[config.mk]
export PLATFORM = sky130hd
export DESIGN_NAME = wb_write_buffer_flat
export DESIGN_NICKNAME = d
export VERILOG_FILES = /design/src/rtl/wb_write_buffer_pkg.sv /design/src/rtl/wb_write_buffer_if.sv /design/src/rtl/wb_write_buffer_fifo.sv /design/src/rtl/wb_write_buffer.sv /design/src/flat_wrapper.sv
export SDC_FILE = /design/constraint.sdc
export NUM_CORES = 1
export LEC_CHECK = 0
export ABC_CLOCK_PERIOD_IN_PS = 4300
export CAP_MARGIN = 25
export CORE_AREA = 2 2 166 168
export CTS_CLUSTER_SIZE = 40
export DETAILED_ROUTE_END_ITERATION = 12
export DIE_AREA = 0 0 168 170
export PLACE_DENSITY_LB_ADDON = 0.05
export REMOVE_ABC_BUFFERS = 1
export SYNTH_ARGS = -nofsm -noshare
export SYNTH_HDL_FRONTEND = slang
export SYNTH_HIERARCHICAL = 1
export SYNTH_SLANG_ARGS = --single-unit
[constraint.sdc]
create_clock -name clk_i -period 4.3 [get_ports clk_i]
set_clock_uncertainty 0.15 [all_clocks]
set_input_delay 0.86 -clock clk_i [delete_from_list [all_inputs] [get_ports clk_i]]
set_output_delay 0.86 -clock clk_i [all_outputs]
set_load 0.05 [all_outputs]
[src/rtl/wb_write_buffer_pkg.sv]
// Shared types and width helpers for the posted-write buffer.
// Latency: none (types and constants only).
// Backpressure: none (types and constants only).
package wb_wbuf_pkg;

  localparam int WB_AWIDTH = 26;
  localparam int WB_DWIDTH = 32;
  localparam int WB_SWIDTH = WB_DWIDTH / 8;

  // Drain FSM states.
  typedef enum logic [1:0] {
    ST_IDLE  = 2'd0,
    ST_DRAIN = 2'd1,
    ST_READ  = 2'd2,
    ST_RESP  = 2'd3
  } wbuf_state_t;

  // One posted write at the default bus widths.
  typedef struct packed {
    logic [WB_AWIDTH-1:0] adr;
    logic [WB_DWIDTH-1:0] dat;
    logic [WB_SWIDTH-1:0] sel;
  } wbuf_entry_t;

  // Flattened entry width {adr, dat, sel} for arbitrary bus widths.
  function automatic int entry_width(input int aw, input int dw);
    return aw + dw + dw / 8;
  endfunction

endpackage

[src/rtl/wb_write_buffer_if.sv]
// Wishbone classic bus bundle shared by the arbiter, write buffer and SDRAM controller.
// Latency: none (wires only).
// Backpressure: slave holds off the master by withholding ack.
interface if_wb
  import wb_wbuf_pkg::*;
#(
  parameter int AWIDTH = WB_AWIDTH,
  parameter int DWIDTH = WB_DWIDTH
) ();
  logic [AWIDTH-1:0]   adr;
  logic [DWIDTH-1:0]   dat_m;
  logic [DWIDTH-1:0]   dat_s;
  logic [DWIDTH/8-1:0] sel;
  logic                we;
  logic                cyc;
  logic                stb;
  logic                ack;

  modport master (output adr, dat_m, sel, we, cyc, stb, input dat_s, ack);
  modport slave  (input adr, dat_m, sel, we, cyc, stb, output dat_s, ack);
endinterface

[src/rtl/wb_write_buffer_fifo.sv]
// Synchronous FIFO holding posted write entries; head is the oldest entry.
// Latency: push visible at head/level one cycle later; pop frees the slot next cycle.
// Backpressure: push ignored when full, pop ignored when empty.
module wbuf_fifo #(
  parameter int WIDTH = 62,
  parameter int DEPTH = 4
) (
  input  logic                      clk_i,
  input  logic                      rst_i,
  input  logic                      i_push,
  input  logic [WIDTH-1:0]          i_dat,
  input  logic                      i_pop,
  output logic [WIDTH-1:0]          o_head,
  output logic                      o_full,
  output logic                      o_empty,
  output logic [$clog2(DEPTH):0]    o_level
);
  localparam int PW = $clog2(DEPTH);
  localparam logic [PW:0] FULL_LVL = (PW+1)'(DEPTH);

  logic [WIDTH-1:0] r_mem [DEPTH];
  logic [PW-1:0]    r_wptr;
  logic [PW-1:0]    r_rptr;
  logic [PW:0]      r_level;
  logic             w_do_push;
  logic             w_do_pop;

  assign o_full    = (r_level == FULL_LVL);
  assign o_empty   = (r_level == '0);
  assign o_level   = r_level;
  assign o_head    = r_mem[r_rptr];
  assign w_do_push = i_push & ~o_full;
  assign w_do_pop  = i_pop & ~o_empty;

  // Storage write; contents need no reset because level gates every read.
  always_ff @(posedge clk_i) begin
    if (w_do_push) r_mem[r_wptr] <= i_dat;
  end

  // Pointers wrap naturally at DEPTH (power of two); level tracks occupancy.
  always_ff @(posedge clk_i or negedge rst_i) begin
    if (!rst_i) begin
      r_wptr  <= '0;
      r_rptr  <= '0;
      r_level <= '0;
    end else begin
      if (w_do_push) r_wptr <= r_wptr + 1'b1;
      if (w_do_pop)  r_rptr <= r_rptr + 1'b1;
      case ({w_do_push, w_do_pop})
        2'b10:   r_level <= r_level + 1'b1;
        2'b01:   r_level <= r_level - 1'b1;
        default: r_level <= r_level;
      endcase
    end
  end
endmodule

[src/rtl/wb_write_buffer.sv]
// Posted-write buffer between arbiter and SDRAM controller; reads wait for all writes to drain.
// Latency: write ack 1 cycle after capture; read ack = downstream latency + 2 cycles.
// Backpressure: upstream writes stall while full; reads stall until the buffer is empty.
module wb_write_buffer
  import wb_wbuf_pkg::*;
#(
  parameter int AWIDTH = WB_AWIDTH,
  parameter int DWIDTH = WB_DWIDTH,
  parameter int DEPTH  = 4
) (
  input  logic                   clk_i,
  input  logic                   rst_i,
  if_wb.slave                    inbus,
  if_wb.master                   outbus,
  output logic [$clog2(DEPTH):0] level
);
  localparam int SWIDTH = DWIDTH / 8;
  localparam int EWIDTH = entry_width(AWIDTH, DWIDTH);
  localparam int LWIDTH = $clog2(DEPTH) + 1;

  wbuf_state_t       r_state;
  wbuf_state_t       w_state_nxt;
  logic              r_wack;
  logic              r_abort;
  logic [AWIDTH-1:0] r_rd_adr;
  logic [SWIDTH-1:0] r_rd_sel;
  logic [DWIDTH-1:0] r_rd_dat;
  logic              w_wr_req;
  logic              w_rd_req;
  logic              w_push;
  logic              w_pop;
  logic              w_full;
  logic              w_empty;
  logic [EWIDTH-1:0] w_tail;
  logic [EWIDTH-1:0] w_head;
  logic [LWIDTH-1:0] w_level;

  assign w_wr_req = inbus.cyc & inbus.stb & inbus.we;
  assign w_rd_req = inbus.cyc & inbus.stb & ~inbus.we;
  // r_wack blocks re-capturing the same request while its ack is on the bus.
  assign w_push   = w_wr_req & ~w_full & ~r_wack;
  assign w_pop    = (r_state == ST_DRAIN) & outbus.ack;
  assign w_tail   = {inbus.adr, inbus.dat_m, inbus.sel};

  wbuf_fifo #(
    .WIDTH (EWIDTH),
    .DEPTH (DEPTH)
  ) u_fifo (
    .clk_i   (clk_i),
    .rst_i   (rst_i),
    .i_push  (w_push),
    .i_dat   (w_tail),
    .i_pop   (w_pop),
    .o_head  (w_head),
    .o_full  (w_full),
    .o_empty (w_empty),
    .o_level (w_level)
  );

  assign level = w_level;

  // A read whose requester went away still completes downstream but is never acked upstream.
  assign inbus.ack   = r_wack | ((r_state == ST_RESP) & ~r_abort & inbus.cyc);
  assign inbus.dat_s = r_rd_dat;

  // Drain FSM state register; async reset drops the downstream strobe immediately.
  always_ff @(posedge clk_i or negedge rst_i) begin
    if (!rst_i) r_state <= ST_IDLE;
    else        r_state <= w_state_nxt;
  end

  // Next state and downstream bus drive; drain always wins over a pending read.
  always_comb begin
    w_state_nxt  = r_state;
    outbus.cyc   = 1'b0;
    outbus.stb   = 1'b0;
    outbus.we    = 1'b0;
    outbus.adr   = '0;
    outbus.dat_m = '0;
    outbus.sel   = '0;
    case (r_state)
      ST_IDLE: begin
        if (!w_empty)      w_state_nxt = ST_DRAIN;
        else if (w_rd_req) w_state_nxt = ST_READ;
      end
      ST_DRAIN: begin
        outbus.cyc = 1'b1;
        outbus.stb = 1'b1;
        outbus.we  = 1'b1;
        {outbus.adr, outbus.dat_m, outbus.sel} = w_head;
        if (outbus.ack) w_state_nxt = ST_IDLE;
      end
      ST_READ: begin
        outbus.cyc = 1'b1;
        outbus.stb = 1'b1;
        outbus.adr = r_rd_adr;
        outbus.sel = r_rd_sel;
        if (outbus.ack) w_state_nxt = ST_RESP;
      end
      ST_RESP: w_state_nxt = ST_IDLE;
      default: w_state_nxt = ST_IDLE;
    endcase
  end

  // Write ack pulse, read request latch, abort tracking and read data capture.
  always_ff @(posedge clk_i or negedge rst_i) begin
    if (!rst_i) begin
      r_wack   <= 1'b0;
      r_abort  <= 1'b0;
      r_rd_adr <= '0;
      r_rd_sel <= '0;
      r_rd_dat <= '0;
    end else begin
      r_wack <= w_push;
      if ((r_state == ST_IDLE) && (w_state_nxt == ST_READ)) begin
        r_rd_adr <= inbus.adr;
        r_rd_sel <= inbus.sel;
        r_abort  <= 1'b0;
      end else if ((r_state == ST_READ) && !inbus.cyc) begin
        r_abort <= 1'b1;
      end
      if ((r_state == ST_READ) && outbus.ack) r_rd_dat <= outbus.dat_s;
    end
  end
endmodule

[src/flat_wrapper.sv]
// flat-port wrapper written by rule: the top's interface ports become plain ports
module wb_write_buffer_flat import wb_wbuf_pkg::*;
#(
  parameter int AWIDTH = WB_AWIDTH,
  parameter int DWIDTH = WB_DWIDTH,
  parameter int DEPTH  = 4
)
  (clk_i, rst_i, level, inbus_adr, inbus_dat_m, inbus_sel, inbus_we, inbus_cyc, inbus_stb, inbus_dat_s, inbus_ack, outbus_adr, outbus_dat_m, outbus_sel, outbus_we, outbus_cyc, outbus_stb, outbus_dat_s, outbus_ack);
  if_wb #(.AWIDTH(AWIDTH), .DWIDTH(DWIDTH)) inbus_i ();
  if_wb #(.AWIDTH(AWIDTH), .DWIDTH(DWIDTH)) outbus_i ();
  input  logic clk_i;
  input  logic rst_i;
  output logic [$clog2(DEPTH):0] level;
  input wire logic [$bits(inbus_i.adr)-1:0] inbus_adr;
  input wire logic [$bits(inbus_i.dat_m)-1:0] inbus_dat_m;
  input wire logic [$bits(inbus_i.sel)-1:0] inbus_sel;
  input wire logic [$bits(inbus_i.we)-1:0] inbus_we;
  input wire logic [$bits(inbus_i.cyc)-1:0] inbus_cyc;
  input wire logic [$bits(inbus_i.stb)-1:0] inbus_stb;
  output wire logic [$bits(inbus_i.dat_s)-1:0] inbus_dat_s;
  output wire logic [$bits(inbus_i.ack)-1:0] inbus_ack;
  output wire logic [$bits(outbus_i.adr)-1:0] outbus_adr;
  output wire logic [$bits(outbus_i.dat_m)-1:0] outbus_dat_m;
  output wire logic [$bits(outbus_i.sel)-1:0] outbus_sel;
  output wire logic [$bits(outbus_i.we)-1:0] outbus_we;
  output wire logic [$bits(outbus_i.cyc)-1:0] outbus_cyc;
  output wire logic [$bits(outbus_i.stb)-1:0] outbus_stb;
  input wire logic [$bits(outbus_i.dat_s)-1:0] outbus_dat_s;
  input wire logic [$bits(outbus_i.ack)-1:0] outbus_ack;
  assign inbus_i.adr = inbus_adr;
  assign inbus_i.dat_m = inbus_dat_m;
  assign inbus_i.sel = inbus_sel;
  assign inbus_i.we = inbus_we;
  assign inbus_i.cyc = inbus_cyc;
  assign inbus_i.stb = inbus_stb;
  assign inbus_dat_s = inbus_i.dat_s;
  assign inbus_ack = inbus_i.ack;
  assign outbus_adr = outbus_i.adr;
  assign outbus_dat_m = outbus_i.dat_m;
  assign outbus_sel = outbus_i.sel;
  assign outbus_we = outbus_i.we;
  assign outbus_cyc = outbus_i.cyc;
  assign outbus_stb = outbus_i.stb;
  assign outbus_i.dat_s = outbus_dat_s;
  assign outbus_i.ack = outbus_ack;
  wb_write_buffer #(.AWIDTH(AWIDTH), .DWIDTH(DWIDTH), .DEPTH(DEPTH)) u_core (.clk_i(clk_i), .rst_i(rst_i), .inbus(inbus_i), .outbus(outbus_i), .level(level));
endmodule
# --- Word level (Yosys, flattened, before mapping) ---
# Memory sizes are Yosys's and may differ from the RTL's.
# Index checks and enable logic that the tools add are counted.
word_totals:
  inputBits: 100
  ramBits: 248
  elab_cells: 61
  reg_bits: 73
  memories: 1
mem_list:
  columns: ["name", "words", "width", "rd", "rd_clocked_by_memory_dff", "wr", "line_no", "source"]
  rows:
  - ["u_core.u_fifo.r_mem", 4, 62, 1, 0, 1, "wb_write_buffer_fifo.sv:21", "logic [WIDTH-1:0] r_mem [DEPTH];"]
classes:
  bitwise_logic: 16
  eq_ne: 7
  muxes: 15
  addsub: 4
  reduce_logical: 9
op_table:
  columns: ["cell", "n"]
  rows:
  - ["$pmux 26 s2", 1]
  - ["$mux 32", 1]
  - ["$and 1x1->1", 10]
  - ["$eq 2x2->1 const B", 4]
  - ["$mux 2", 4]
  - ["$pmux 2 s4", 1]
  - ["$pmux 4 s2", 1]
  - ["$mux 1", 6]
  - ["$pmux 3 s2", 1]
  - ["$not 1->1", 5]
  - ["$add 2x1->2 const B", 2]
  - ["$eq 2x1->1 const B", 2]
  - ["$reduce_bool 2->1", 2]
  - ["$add 3x1->3 const B", 1]
  - ["$eq 3x3->1 const B", 1]
  - ["$logic_and 1x1->1", 3]
  - ["$logic_not 3->1", 1]
  - ["$sub 3x1->3 const B", 1]
  - ["$logic_not 2->1", 1]
  - ["$reduce_or 2->1", 1]
  - ["$logic_not 1->1", 1]
  - ["$or 1x1->1", 1]

# --- Longest topological paths before layout ---
# Gate-level depths: netlist (run 1).
depth:
  depth_word: 8
  depth_mapped: 12
  mapped_depth_nobuf: 10

# --- Cells and area by module ---
# Netlist (run 1), hierarchy kept.
by_module_without_submodules:
  columns: ["module", "cells_each", "area_per_inst_um2", "n_inst"]
  rows:
  - ["wbuf_fifo", 361, 9446.6, 1]
  - ["wb_write_buffer", 268, 3278.1, 1]

# --- Worst setup path after synthesis (run 1) ---
# OpenSTA, ideal clock, no wires.
synth_path:
  path_type: "input port to flip-flop"
  startpoint: "input port inbus_we"
  endpoint: "memory u_core.u_fifo.r_mem[0][0] (enable)"
  setup_slack_ps: 921
  cell_stages: 4
  arrival_time_ps: 2802
  cell_sequence: "nand4b_1 > nor2_1 > nor2b_2 > and2_1"
synth_via:
  elab_chain_cells: 6
synth_rtl:
  columns: ["element", "line_no", "source"]
  rows:
  - ["from (decl)", "flat_wrapper.sv:17", "input wire logic [$bits(inbus_i.we)-1:0] inbus_we;"]
  - ["$and 1x1->1", "wb_write_buffer.sv:38", "assign w_wr_req = inbus.cyc & inbus.stb & inbus.we;"]
  - ["$and 1x1->1 (2 in a row)", "wb_write_buffer.sv:41", "assign w_push = w_wr_req & ~w_full & ~r_wack;"]
  - ["named net u_core.w_push", "wb_write_buffer.sv:30", "logic w_push;"]
  - ["$and 1x1->1", "wb_write_buffer_fifo.sv:32", "assign w_do_push = i_push & ~o_full;"]
  - ["$mux 1", "wb_write_buffer_fifo.sv:37", "if (w_do_push) r_mem[r_wptr] <= i_dat;"]
  - ["$mux 1 (not written as such)", "wb_write_buffer_fifo.sv:37", null]
  - ["to (decl)", "wb_write_buffer_fifo.sv:21", null]
# The timed path passes the listed nets, and every way through them passes these cells.

# --- Final worst setup path (run 1) ---
layout_path:
  startpoint: "register u_core.u_fifo.r_rptr[1]"
  endpoint: "output port outbus_adr[25]"
layout_via:
  elab_chain_cells: 2
layout_rtl:
  columns: ["element", "line_no", "source"]
  rows:
  - ["from (decl)", "wb_write_buffer_fifo.sv:23", "logic [PW-1:0] r_rptr;"]
  - ["from (signal assigned)", "wb_write_buffer_fifo.sv:48", "if (w_do_pop) r_rptr <= r_rptr + 1'b1;"]
  - ["$mem_v2 4x62", null, null]
  - ["named net u_core.w_head[61]", "wb_write_buffer.sv:35", "logic [EWIDTH-1:0] w_head;"]
  - ["$pmux 26 s2", "wb_write_buffer.sv:81", "case (r_state)"]
  - ["to (decl)", "flat_wrapper.sv:22", "output wire logic [$bits(outbus_i.adr)-1:0] outbus_adr;"]
# The timed path passes the listed nets, and every way through them passes these cells.

==> impl_metrics.ini, run 1 <==
[critical_path]
cp.arrival_ns = 3.03
r2r_slack_ns = 1.48
cp_slowest_cell = dfrtp_4
cp_max_fo = 28
crit_required_ns = 3.29
cpPeakStageDelay_ns = 0.72
crit_type = register to primary output
r2r-end = u_core/u_fifo/o_level[2]
start_kind = register
endpoint_kind = primary output
cp_cell_sequence = buf_4, mux4_2, a22oi_1, nor2b_1, clkdlybuf4s50_1
r2r_cells = 11
rr_startpoint = u_core/r_state[1]

[synth]
synth_ff_type = edfxtp_1
syn_area_sq_um = 12700
ys_warn_count = 6
ys_seq_area_share_pct = 72.9
synthCells = 629
synth_seq_cells = 321
ys_types = 34
avgSynthCellArea_sq_um = 20.2
async_flop_share_pct = 22.7
synth_edf_count = 248

[place]
placed_cell_area_sq_um = 15100
globalplace.congestion = 0.728
preCtsSetupSlack_ns = 0.652
io_buffer_count = 200
dp_hpwl_um = 16300

[sta]
worstMarginPinSlew_ns = 0.581
max_freq_ghz = 0.248
finalSetupViolations = 0
period_needed_ns = 4.04
relSlewSlack_pct = 61.3
period_share_pct = 93.9
fin_ws_ns = 0.262
finalMaxSlewViolations = 0
rsz0062_at_grt = false
hold_slack_ns = 0.146
hold_viol_final = 0

[power_and_ir_drop]
p_leak_nw = 5.65
peakVddDrop_uv = 450
p_per_area_nw_per_um2 = 718

[floorplan]
die_w_um = 168
core_sq_um = 26700
row_count = 60
fp.dieH_um = 170
start_util_pct = 47.7
dieArea_sq_um = 28600
io_pins = 201

[grt]
grt_pass1_vias = 7166
grt_max_degree = 74
grt_util_all_layers_pct = 18.7
grt_pass1_wl_um = 40900
antenna_found_initial = 1
overflow = 0

[clock_network]
tritoncts = done
cts_made_buffers = 35
clockBufferDepth = 3
clkTransAtPathRegs_ns = 0.06
cts_max_level = 2
cts_root_buffer = clkbuf_16
clkLatencyLatePin_ns = 0.51
clkSinkCount = 321
cts_hold_buf = 0

[job]
drv_cap = 0

[status]
outcome = finished clean

[hold_path]
hold_path.class = primary input to asynchronous set/reset pin

[drt]
route.vias.total = 6609
wirelength_um = 26400
vias_per_cell = 5.41
drt_iter0_drc = 464
ant_nets = 0
drcViolationCount = 0
wl_per_cell_um = 21.6
first_pass_iters = 5

[final_layout]
syn_to_final_growth_pct = 27.5
fin_area_sq_um = 16200
final_nets = 964
drive_above_1_share_pct = 22.5
cell usage after synthesis, types with 3 or more instances:
library cell	count	area share [%]
inv_1	10	0.30
ha_1	10	0.98
a22oi_1	30	1.8
xor2_1	3	0.21
xnor2_1	3	0.21
a21oi_1	4	0.16
buf_2	14	0.55
buf_12	6	0.94
and2_1	37	1.8
buf_6	4	0.35
clkbuf_1	10	0.30
edfxtp_1	248	59
nor2b_1	31	1.5
mux2_1	4	0.35
nor2_1	3	0.088
mux4_1	4	0.83
mux2_2	59	5.2
dfrtp_1	73	14
nand2_1	4	0.12
mux4_2	58	10
cell type report:
type	instances	area (sq um)
fillers	1932	10400
flip-flops and latches	321	9280
multi-input cells	263	3150
repair buffers	222	2250
clock buffers	51	977
well taps	341	427
clock inverters	12	97.6
inverters	10	37.5
diodes	1	2.50
stage by stage:
| step | power, mW | cells | TNS [ns] | util [%] |
|---|---|---|---|---|
| floorplan | 7.39 | 594 | -21.36 | - |
| global placement | 8.93 | 1156 | 0 | 56.7 |
| detailed placement | 8.99 | 1156 | 0 | 56.7 |
| CTS | 11.8 | 1219 | 0 | 60.7 |
| global route | 12.2 | 1220 | 0 | 60.8 |
| finish | 11.7 | 1221 | 0 | 60.9 |
metal layers:
layer | vias to the layer above | track usage (%) | part of all wire [%]
met5 | - | 0 | 0
met4 | 0 | 4.27 | 1.5
met3 | 35 | 3.95 | 5.8
met2 | 182 | 32.2 | 51
met1 | 3459 | 24.7 | 42
li1 | 2933 | - | -
worst max-delay path by stage:
| stage | endpoint | slack, ns | startpoint |
|---|---|---|---|
| 2_1_floorplan | outbus_adr[13] | -0.66 | u_core/u_fifo/r_rptr[0] |
| 3_3_place_gp | outbus_adr[25] | 0.67 | u_core/r_state[0] |
| 3_5_place_dp | outbus_adr[25] | 0.65 | u_core/r_state[0] |
| 4_1_cts | outbus_adr[25] | 0.12 | u_core/r_state[0] |
| 5_1_grt | outbus_adr[9] | 0.08 | u_core/u_fifo/r_rptr[0] |
| 6_report | outbus_adr[25] | 0.26 | u_core/u_fifo/r_rptr[1] |
repair_timing:
item                       CTS  global route
hold endpoints to repair     0             0
resized for setup            0             1
setup endpoints to repair    0             7
buffers inserted             0             0
report_power, final:
| part | switching [mW] | total [mW] | internal [mW] |
|---|---|---|---|
| Combinational | 2.81 | 4.74 | 1.93 |
| Clock | 1.13 | 2.77 | 1.64 |
| Sequential | 0.334 | 4.14 | 3.81 |
flip-flops by register name (all words and copies together) (netlist names):
| name | count |
|---|---|
| u_core/u_fifo/o_level | 3 |
| u_core/r_rd_adr | 26 |
| u_core/r_wack | 1 |
| u_core/u_fifo/r_mem | 248 |
| u_core/u_fifo/r_wptr | 2 |
| u_core/r_rd_sel | 4 |
| u_core/u_fifo/r_rptr | 2 |
| u_core/r_abort | 1 |
| u_core/r_state | 2 |
| u_core/inbus.dat_s | 32 |
cells by family after synthesis:
family | after synthesis | synth area share [%]
compound gates | 39 | 2.29
xor+xnor | 6 | 0.413
fa+ha+maj | 11 | 1.14
buf+inv | 45 | 2.50
flops | 321 | 72.9
mux | 126 | 16.7
simple gates | 81 | 4.03
cell usage in the layout (no fill, tap or decap), drive strengths merged, types with 3 or more instances in the layout:
master | synthesis | routed
ha | 10 | 10
a22oi | 30 | 30
clkbuf | 10 | 51
mux2 | 63 | 63
and2 | 37 | 37
mux4 | 62 | 62
nand2 | 4 | 4
clkinv | 0 | 9
xnor2 | 3 | 3
buf | 25 | 23
nor2b | 32 | 32
inv | 10 | 11
clkdlybuf4s50 | 0 | 199
a21oi | 5 | 5
xor2 | 3 | 3
edfxtp | 248 | 248
dfrtp | 73 | 73
nor2 | 3 | 3
worst max-delay path, delay by kind of cell (launching register included):
kind | cells | cell delay, ns
AOI/OAI and AO/OA | 1 | 0.32
buffers and inverters | 2 | 1.06
DFF | 1 | 0.72
muxes | 1 | 0.33
and+or+nand+nor | 1 | 0.09
(Power assumes the default switching activity.)
==> run 2: changes to the inputs <==
Settings changed: SLEW_MARGIN set to 20.
==> impl_metrics.ini, run 2 (synthesis results as in run 1) <==
[status]
outcome = finished clean

[clock_network]
cts_root_buffer = clkbuf_16
clkTransAtPathRegs_ns = 0.06
clockBufferDepth = 3
clkSinkCount = 321
cts_max_level = 2
cts_made_buffers = 35
cts_setup_buffers = 0
clkLatencyLatePin_ns = 0.51
tritoncts = done

[drt]
vias_per_cell = 5.42
ant_nets = 0
wirelength_um = 26400
route.vias.total = 6608
drcViolationCount = 0
first_pass_iters = 4
wl_per_cell_um = 21.7
drt_iter0_drc = 464

[critical_path]
cpLargestDelayFamily = buffers and inverters
rr_startpoint = u_core/r_state[1]
r2r_slack_ns = 1.49
crit_buf_inv = 2
cp_max_fo = 20
start_kind = register
crit_type = register to primary output
cp_cell_sequence = buf_4, mux4_2, a22oi_1, nor2b_1, clkdlybuf4s50_1
endpoint_kind = primary output
cp.arrival_ns = 3.03
crit_required_ns = 3.29
r2r_cells = 11
r2r-end = u_core/u_fifo/o_level[2]
cp_slowest_cell = clkdlybuf4s50_1
cp-startpoint = u_core/u_fifo/r_rptr[0]
cpPeakStageDelay_ns = 0.73

[sta]
period_share_pct = 94.0
period_needed_ns = 4.04
finalSetupViolations = 0
rsz0062_at_grt = false
max_freq_ghz = 0.247
finalMaxSlewViolations = 0
final.setup.tns_ns = 0
hold_viol_final = 0
worstMarginPinSlew_ns = 0.735
relSlewSlack_pct = 51.0

[place]
globalplace.congestion = 0.728
placed_cell_area_sq_um = 15100
dp_hpwl_um = 16300
dpl.cell_count = 1156
io_buffer_count = 200

[final_layout]
registers.top_by_ff_count = u_core/u_fifo/r_mem
largest_register_ffs = 248
final_cell_mix = 248 x edfxtp_1, 199 x clkdlybuf4s50_1, 71 x dfrtp_1
fin_area_sq_um = 16200
final_nets = 963
register_area_sq_um = 9280
fill_cells = 1934
drive_above_1_share_pct = 22.4
multi_input_area_sq_um = 3150
layout_commonest_cell = edfxtp_1
fin_cells = 1220
syn_to_final_growth_pct = 27.3

[grt]
antenna_found_initial = 1
grt_max_degree = 74
grt_pass1_vias = 7166
overflow = 0
grt_pass1_wl_um = 40900
grt_util_all_layers_pct = 18.7

[power_and_ir_drop]
swShare_pct = 36.7
power.share.clock_pct = 23.8
p_leak_nw = 5.64
power.internal_mw = 7.38
p_per_area_nw_per_um2 = 719
combinationalPowerShare_pct = 40.6
power_frac_seq_pct = 35.6
power.switching_mw = 4.27
peakVddDrop_uv = 450

[floorplan]
row_count = 60
core_sq_um = 26700
die_w_um = 168
fp.dieH_um = 170
io_pins = 201
start_util_pct = 47.7
dieArea_sq_um = 28600

[hold_path]
hold_path.class = primary input to asynchronous set/reset pin

[job]
drv_cap = 0
## run 2: cell type report
class | count | share of cell area (%)
diodes | 1 | 0.0155
clock buffers | 51 | 6.03
clock inverters | 12 | 0.603
inverters | 10 | 0.232
multi-input cells | 263 | 19.4
flip-flops and latches | 321 | 57.3
well taps | 341 | 2.63
repair buffers | 221 | 13.7
## run 2: worst max path at each step
stage / end / slack (ns) / cells after the start
4_1_cts: outbus_adr[25] / 0.12 / 6
3_3_place_gp: outbus_adr[25] / 0.67 / 6
5_1_grt: outbus_adr[9] / 0.08 / 5
6_report: outbus_adr[6] / 0.26 / 5
2_1_floorplan: outbus_adr[13] / -0.66 / 3
3_5_place_dp: outbus_adr[25] / 0.65 / 6
## run 2: through the flow
stage | utilization, % | total power, mW | worst slack (ns) | hold slack [ns]
2_1_floorplan | - | 7.39 | -0.659 | 0.309
3_3_place_gp | 56.7 | 8.93 | 0.673 | 0.325
3_5_place_dp | 56.7 | 8.99 | 0.652 | 0.329
4_1_cts | 60.7 | 11.8 | 0.116 | 0.343
5_1_grt | 60.8 | 12.2 | 0.0793 | 0.297
6_report | 60.8 | 11.7 | 0.259 | 0.247
## run 2: power by group through the flow
stage | logic, mW | clock network, mW | registers, mW
floorplan | 2.62 | 0 | 4.76
global placement | 4.74 | 0 | 4.19
detailed placement | 4.77 | 0 | 4.22
CTS | 4.79 | 2.84 | 4.16
global route | 4.97 | 2.98 | 4.21
finish | 4.73 | 2.78 | 4.14
## run 2: repair_timing
item	in CTS	in global routing
resized for setup	0	1
endpoints found under the hold margin	0	0
hold buffers	0	0
endpoints found under the setup margin	0	7
## run 2: metal layers
metal | wire length (um) | share of wire, % | GRT usage (%)
met4 | 373 | 1.4 | 4.27
met2 | 13400 | 51 | 32.2
met1 | 11100 | 42 | 24.7
met5 | 0 | 0 | 0
met3 | 1530 | 5.8 | 3.95
==> run 3: changes to the inputs <==
Settings changed: CORE_AREA 2 2 166 168 to 2 2 172 174, DIE_AREA 0 0 168 170 to 0 0 174 176, SLEW_MARGIN 20 to 0.
==> impl_metrics.ini, run 3 (synthesis results as in run 1) <==
[power_and_ir_drop]
power.switching_mw = 4.34
finalPower_mw = 11.8
power.internal_mw = 7.43
combinationalPowerShare_pct = 41.0
p_leak_nw = 5.67
power.share.clock_pct = 23.9
power_frac_seq_pct = 35.1
swShare_pct = 36.9
peakVddDrop_uv = 378
p_per_area_nw_per_um2 = 721

[floorplan]
die_w_um = 174
dieArea_sq_um = 30600
start_util_pct = 44.6
io_pins = 201
core_sq_um = 28500
row_count = 62
fp.dieH_um = 176

[critical_path]
rr_startpoint = u_core/r_state[1]
cp_slowest_cell = clkdlybuf4s50_1
cpPeakStageDelay_ns = 0.82
r2r_slack_ns = 1.55
cp.arrival_ns = 3.11
cp_cell_sequence = inv_1, ha_2, buf_4, a22oi_1, nor2b_1, clkdlybuf4s50_1
crit_type = register to primary output
crit_buf_inv = 3
cp-startpoint = u_core/r_state[0]
crit_required_ns = 3.29
cpLargestDelayFamily = buffers and inverters
cp_max_fo = 20
endpoint_kind = primary output
start_kind = register

[sta]
max_freq_ghz = 0.243
worstMarginPinSlew_ns = 0.620
hold_slack_ns = 0.0717
relSlewSlack_pct = 58.6
period_share_pct = 95.8
final.setup.tns_ns = 0
rsz0062_at_grt = false
period_needed_ns = 4.12
finalMaxSlewViolations = 0
fin_ws_ns = 0.180
hold_viol_final = 0
finalSetupViolations = 0

[clock_network]
cts_made_buffers = 36
cts_max_level = 2
tritoncts = done
clkLatencyLatePin_ns = 0.51
clkSinkCount = 321
cts_setup_buffers = 0
clockBufferDepth = 3
cts_hold_buf = 0
cts_root_buffer = clkbuf_16
cts-resized-gates = 0
clkTransAtPathRegs_ns = 0.06

[drt]
ant_nets = 0
wl_per_cell_um = 22.0
drcViolationCount = 0
route.vias.total = 6627
drt_iter0_drc = 344
wirelength_um = 27800
vias_per_cell = 5.23
first_pass_iters = 4

[final_layout]
largest_register_ffs = 248
drive_above_1_share_pct = 22.4
final_nets = 964
syn_to_final_growth_pct = 28.3
fill_cells = 2203
register_area_sq_um = 9280
final_cell_mix = 248 x edfxtp_1, 199 x clkdlybuf4s50_1, 71 x dfrtp_1
registers.top_by_ff_count = u_core/u_fifo/r_mem
multi_input_area_sq_um = 3150
layout_commonest_cell = edfxtp_1

[hold_path]
hold_path.class = primary input to asynchronous set/reset pin

[grt]
grt_pass1_vias = 7319
grt_max_degree = 74
antenna_found_initial = 1
grt_util_all_layers_pct = 18.5
grt_pass1_wl_um = 42700
overflow = 0

[job]
drv_cap = 0

[place]
preCtsSetupSlack_ns = 0.725
io_buffer_count = 200
dp_hpwl_um = 17300
globalplace.congestion = 0.721

[status]
outcome = finished clean
run 3: area by class of cell:
class                           instances  share of cell area [%]
Clock inverter                         10                   0.360
Inverter                               10                   0.230
Antenna cell                            1                  0.0153
Sequential cell                       321                    56.9
Clock buffer                           56                    6.29
Multi-Input combinational cell        263                    19.3
Tap cell                              384                    2.94
Timing Repair Buffer                  221                    14.0
run 3: power by group through the flow:
| stage | clock network [mW] | registers [mW] | logic [mW] |
|---|---|---|---|
| 4_1_cts | 2.89 | 4.13 | 4.89 |
| 3_5_place_dp | 0 | 4.19 | 4.87 |
| 3_3_place_gp | 0 | 4.17 | 4.84 |
| 5_1_grt | 3.02 | 4.19 | 5.07 |
| 6_report | 2.82 | 4.13 | 4.83 |
| 2_1_floorplan | 0 | 4.76 | 2.62 |
run 3: worst paths after layout:
check / endpoint / cells after the start
max in group asynchronous: u_core/u_fifo/r_rptr[1] / 2
min in group clk_i: u_core/r_rd_adr[2] / 1
worst min register to register: u_core/r_rd_adr[2] / 1
worst max register to register: u_core/u_fifo/o_level[2] / 11
worst min-delay path: u_core/inbus.dat_s[24] / 1
worst max-delay path: outbus_adr[24] / 6
run 3: stage by stage:
step                cell area (sq um)  cells  utilization, %
global placement                15200   1198            53.3
global route                    16300   1266            57.2
floorplan                       12400    594               -
detailed placement              15200   1198            53.3
finish                          16300   1266            57.2
CTS                             16300   1264            57.1
run 3: metal layers:
| layer | global-route usage, % | vias to the layer above | share of wire [%] |
|---|---|---|---|
| met5 | 0 | - | 0 |
| met3 | 3.25 | 33 | 4.2 |
| met2 | 32.8 | 154 | 53 |
| li1 | - | 2923 | - |
| met1 | 23.4 | 3517 | 41 |
| met4 | 5.57 | 0 | 1.9 |
==> variant 1, RTL diff (flow settings as in run 3) <==
`DEPTH` is set to 4 in 3 places; all go to 2.
--- a/src/rtl/wb_write_buffer_fifo.sv
+++ b/src/rtl/wb_write_buffer_fifo.sv
@@ -3,7 +3,7 @@
 // Backpressure: push ignored when full, pop ignored when empty.
 module wbuf_fifo #(
   parameter int WIDTH = 62,
-  parameter int DEPTH = 4
+  parameter int DEPTH = 2
 ) (
   input  logic                      clk_i,
   input  logic                      rst_i,
--- a/src/rtl/wb_write_buffer.sv
+++ b/src/rtl/wb_write_buffer.sv
@@ -6,7 +6,7 @@
 #(
   parameter int AWIDTH = WB_AWIDTH,
   parameter int DWIDTH = WB_DWIDTH,
-  parameter int DEPTH  = 4
+  parameter int DEPTH  = 2
 ) (
   input  logic                   clk_i,
   input  logic                   rst_i,
--- a/src/flat_wrapper.sv
+++ b/src/flat_wrapper.sv
@@ -3,7 +3,7 @@
 #(
   parameter int AWIDTH = WB_AWIDTH,
   parameter int DWIDTH = WB_DWIDTH,
-  parameter int DEPTH  = 4
+  parameter int DEPTH  = 2
 )
   (clk_i, rst_i, level, inbus_adr, inbus_dat_m, inbus_sel, inbus_we, inbus_cyc, inbus_stb, inbus_dat_s, inbus_ack, outbus_adr, outbus_dat_m, outbus_sel, outbus_we, outbus_cyc, outbus_stb, outbus_dat_s, outbus_ack);
   if_wb #(.AWIDTH(AWIDTH), .DWIDTH(DWIDTH)) inbus_i ();
Interface: changed (resized level); port bits go from 201 to 200. The function was not compared with the original's and may differ.
==> variant 1 against run 3 <==
Count of clock-buffer cells in the layout decreased by 39. Setup slack improved by 37 ps. Final area decreased by 31%. Sequential power decreased by 35%. Utilization decreased by 18 points. Routed wire length decreased by 30%. Critical path type unchanged. Largest cell class unchanged. Total power decreased by 29%. Synthesized area decreased by 35%. Combinational power decreased by 15%. Sequential cell count decreased by 127. Final cell count decreased by 15%. Critical path depth decreased by 1. Non-clock buffer count decreased by 9.
==> variant 1: results <==
set metrics [dict create \
    outcome "completed" \
    pre_cts_slack_ps 639.7 \
    wl_mm 19.42 \
    synth.top_cells.by_count "edfxtp_1 (124), dfrtp_1 (70), mux2_2 (61)" \
    grt_pass1_vias 5111 \
    dpl_cell_area_sq_um 10620 \
    grt_pass1_wl_mm 30.22 \
    r2r_slack_ps 1930 \
    clockBufferDepth 2 \
    clock.fmax_ghz 0.2449 \
    path_clk_slew_ps 80 \
    peakVddDrop_uv 400.3 \
    firstDrtPassIters 5 \
    leakagePower_nw 4.201 \
    synth_edf_count 124 \
    slew_headroom_pct 39.81 \
    clk_latency_ps 430 \
    hold-worst-slack_ps 91.12 \
    nFillCells 2709 \
    gp_congestion 0.6725 \
    ys_seq_area_share_pct 66.37 \
    max_stage_delay_ps 840 \
    drt_iter0_markers 189 \
    io_buffer_count 199 \
    synthTopCellsByArea "edfxtp_1 (45%), dfrtp_1 (21%), mux2_4 (11%)" \
    dpl.hpwl_mm 12.55 \
    crit_arrival_ps 3070 \
    ys_types 29 \
]
==> variant 1: changes by cell type in the layout (fill, tap and decap cells not counted), moves of 5 or more <==
cell,run 3,this run
inv_8,1,6
inv_1,10,5
clkbuf_16,37,17
edfxtp_1,248,124
mux4_2,58,0
buf_12,9,3
mux2_4,0,59
clkbuf_1,16,0
==> variant 1: where the power goes <==
group / internal, mW / total, mW / switching, mW
Combinational: 1.64 / 4.11 / 2.47
Clock: 0.791 / 1.58 / 0.791
Sequential: 2.40 / 2.69 / 0.282
==> variant 1: metal layers <==
metal  share of wire (%)  vias to the layer above  wire, um  GRT usage (%)
met5                   0                        -         0              0
met4                0.79                        0       154          2.941
met3                 8.2                       11      1600          5.125
met2                  47                      158      9101          21.48
met1                  44                     2331      8565          15.83
li1                    -                     2169         -              -
==> variant 1: logic make-up (layout without fill, tap and decap cells) <==
family          Yosys count  after routing  synth area share, %
xor+xnor                  5              5               0.5310
other cells               0              1                    0
buf+inv                  33            249                3.200
mux                     124            124                19.61
simple gates             79             79                5.946
fa+ha+maj                 6              6               0.9100
flops                   194            194                66.37
compound gates           38             38                3.428
==> variant 1: path summary, 6_finish.rpt <==
kind,start,endpoint,cells past startpoint
min reg2reg,u_core/r_rd_adr[7],u_core/r_rd_adr[7],1
max reg2reg,u_core/r_state[0],u_core/inbus.dat_s[5],5
min,rst_i,u_core/inbus.dat_s[0],1
min in group clk_i,u_core/r_rd_adr[7],u_core/r_rd_adr[7],1
max,u_core/r_state[0],outbus_adr[10],5
max in group asynchronous,rst_i,u_core/u_fifo/r_rptr,2
==> variant 1: per-stage QoR <==
stage	power (mW)	cells
2_1_floorplan	5.499	451
3_3_place_gp	6.857	1046
3_5_place_dp	6.878	1046
4_1_cts	8.505	1078
5_1_grt	8.810	1079
6_report	8.378	1080
==> variant 1: layout make-up <==
class	count	area, sq um	area share (%)
clock buffer	17	425.4	3.781
multi-input combinational	252	2527	22.46
antenna	1	2.502	0.02224
clock inverter	15	172.7	1.535
tap	384	480.5	4.270
inverter	5	18.77	0.1668
sequential	194	5479	48.70
timing repair buffer	212	2145	19.06
==> variant 2, RTL diff (flow settings as in run 3) <==
Without the edit above. Reset style: synchronous (`rst_i`), changed in 3 clocked blocks. Comments in the files are not updated.
--- a/src/rtl/wb_write_buffer_fifo.sv
+++ b/src/rtl/wb_write_buffer_fifo.sv
@@ -38,7 +38,7 @@
   end
 
   // Pointers wrap naturally at DEPTH (power of two); level tracks occupancy.
-  always_ff @(posedge clk_i or negedge rst_i) begin
+  always_ff @(posedge clk_i) begin
     if (!rst_i) begin
       r_wptr  <= '0;
       r_rptr  <= '0;
--- a/src/rtl/wb_write_buffer.sv
+++ b/src/rtl/wb_write_buffer.sv
@@ -64,7 +64,7 @@
   assign inbus.dat_s = r_rd_dat;
 
   // Drain FSM state register; async reset drops the downstream strobe immediately.
-  always_ff @(posedge clk_i or negedge rst_i) begin
+  always_ff @(posedge clk_i) begin
     if (!rst_i) r_state <= ST_IDLE;
     else        r_state <= w_state_nxt;
   end
@@ -103,7 +103,7 @@
   end
 
   // Write ack pulse, read request latch, abort tracking and read data capture.
-  always_ff @(posedge clk_i or negedge rst_i) begin
+  always_ff @(posedge clk_i) begin
     if (!rst_i) begin
       r_wack   <= 1'b0;
       r_abort  <= 1'b0;
Function: differs if rst_i is asserted again (counterexample within 4 cycles, from zero or initial values and one cycle with rst_i low); with rst_i held inactive, the same outputs for 4 cycles.
==> variant 2 against run 3 <==
Global-route usage grew 1.8 points. Final area grew 3.7%. Sequential cell count grew 2. Routed wire length grew 11%. Utilization grew 2.1 points. Setup slack gained 120 ps. Synthesized area grew 5.4%.
Power is not compared: it rests on default switching activity, and its combinational part moved more than twofold at a synthesized area within 25%.
==> variant 2: results <==
set metrics [dict create \
    cts-buffers-inserted 35 \
    m1WireLength_mm 12.88 \
    synth.top_cells.by_count "edfxtp_1 (248), nand2_1 (104), dfxtp_1 (75)" \
    avgSynthCellArea_sq_um 14.87 \
    ys_seq_area_share_pct 66.72 \
    gp_congestion 0.7092 \
    r2r_start "u_core/r_state[0]" \
    use_met2_pct 33.86 \
    path_clk_slew_ps 60 \
    drt_iter0_markers 570 \
    grt_max_degree 107 \
    grt_pass1_vias 8500 \
    dpl.hpwl_mm 18.52 \
    crit_slowest_cell "clkdlybuf4s50_1" \
    critPathCapture "outbus_dat_m[22]" \
    synth_edf_count 248 \
    hp-class "flop to flop" \
    reg2regPathDepth 10 \
    firstDrtPassIters 5 \
    met3_usage_pct 5.297 \
    cts_root_buffer "clkbuf_16" \
    final_nets 1206 \
    vias_per_cell 5.532 \
    io_buffer_count 200 \
    met2_length_mm 14.99 \
    max_stage_delay_ps 700 \
    grt_use_met1_pct 26.17 \
    synthTopCellsByArea "edfxtp_1 (56%), dfxtp_1 (11%), mux4_2 (10%)" \
    route.met3.wl_mm 2.295 \
    dp_cells 1441 \
    postRouteAntennaNets 0 \
    dpl_cell_area_sq_um 15800 \
    num_antenna_cells 0 \
    h-tree-depth 2 \
    clockBufferDepth 3 \
    finalCritPeriodShare_pct 93.01 \
    r2r_end "u_core/u_fifo/o_level[2]" \
    grt_pass1_wl_mm 48.18 \
    largest_reg_flops 248 \
    wl_mm 30.93 \
    crit_arrival_ps 2990 \
    grt_usage_pct 20.26 \
    highest_layer "met5" \
    worstMarginPinSlew_ps 956.3 \
    worstHoldPathCells 2 \
    hold-worst-slack_ps 302.0 \
    r2r_slack_ps 1280 \
    async_reset_ff_share_pct 0 \
    pre_cts_slack_ps 745.7 \
    antenna_found_initial 1 \
    outcome "completed" \
    ys.warnings.count 6 \
    via_count 8326 \
    ys_types 38 \
    drive_above_1_share_pct 13.56 \
]
## variant 2: cells by family (layout without fill, tap and decap cells)
kind of cell	count (synthesis)	count (layout)	synth area share [%]
DFF	323	323	66.72
adders and majority gates	11	11	1.082
muxes	64	64	10.56
xor gates and xnor gates	2	2	0.1306
AOI/OAI and AO/OA	135	135	7.369
and+or+nand+nor	286	286	10.36
buffers and inverters	81	300	3.778
## variant 2: where the power goes
part           switching [mW]  total [mW]  internal (mW)  leakage [nW]
registers              0.0581        3.51           3.45          2.85
logic                   0.980        1.52          0.541          2.23
clock network            1.18        2.89           1.72         0.544
total                    2.22        7.92           5.71          5.62
## variant 2: worst max-delay path, delay by kind of cell, from the launching register on
family | cells | cell delay, ps
simple gates | 1 | 180
buf+inv | 3 | 1200
mux | 1 | 510
flops | 1 | 570
## variant 2: final cells by class
class	count	area, sq um
fill	2256	11610
clock inverter	15	132.6
tap	384	480.5
timing repair buffer	229	2370
multi-input combinational	498	3989
clock buffer	48	977.2
sequential	323	8956
inverter	8	30.03
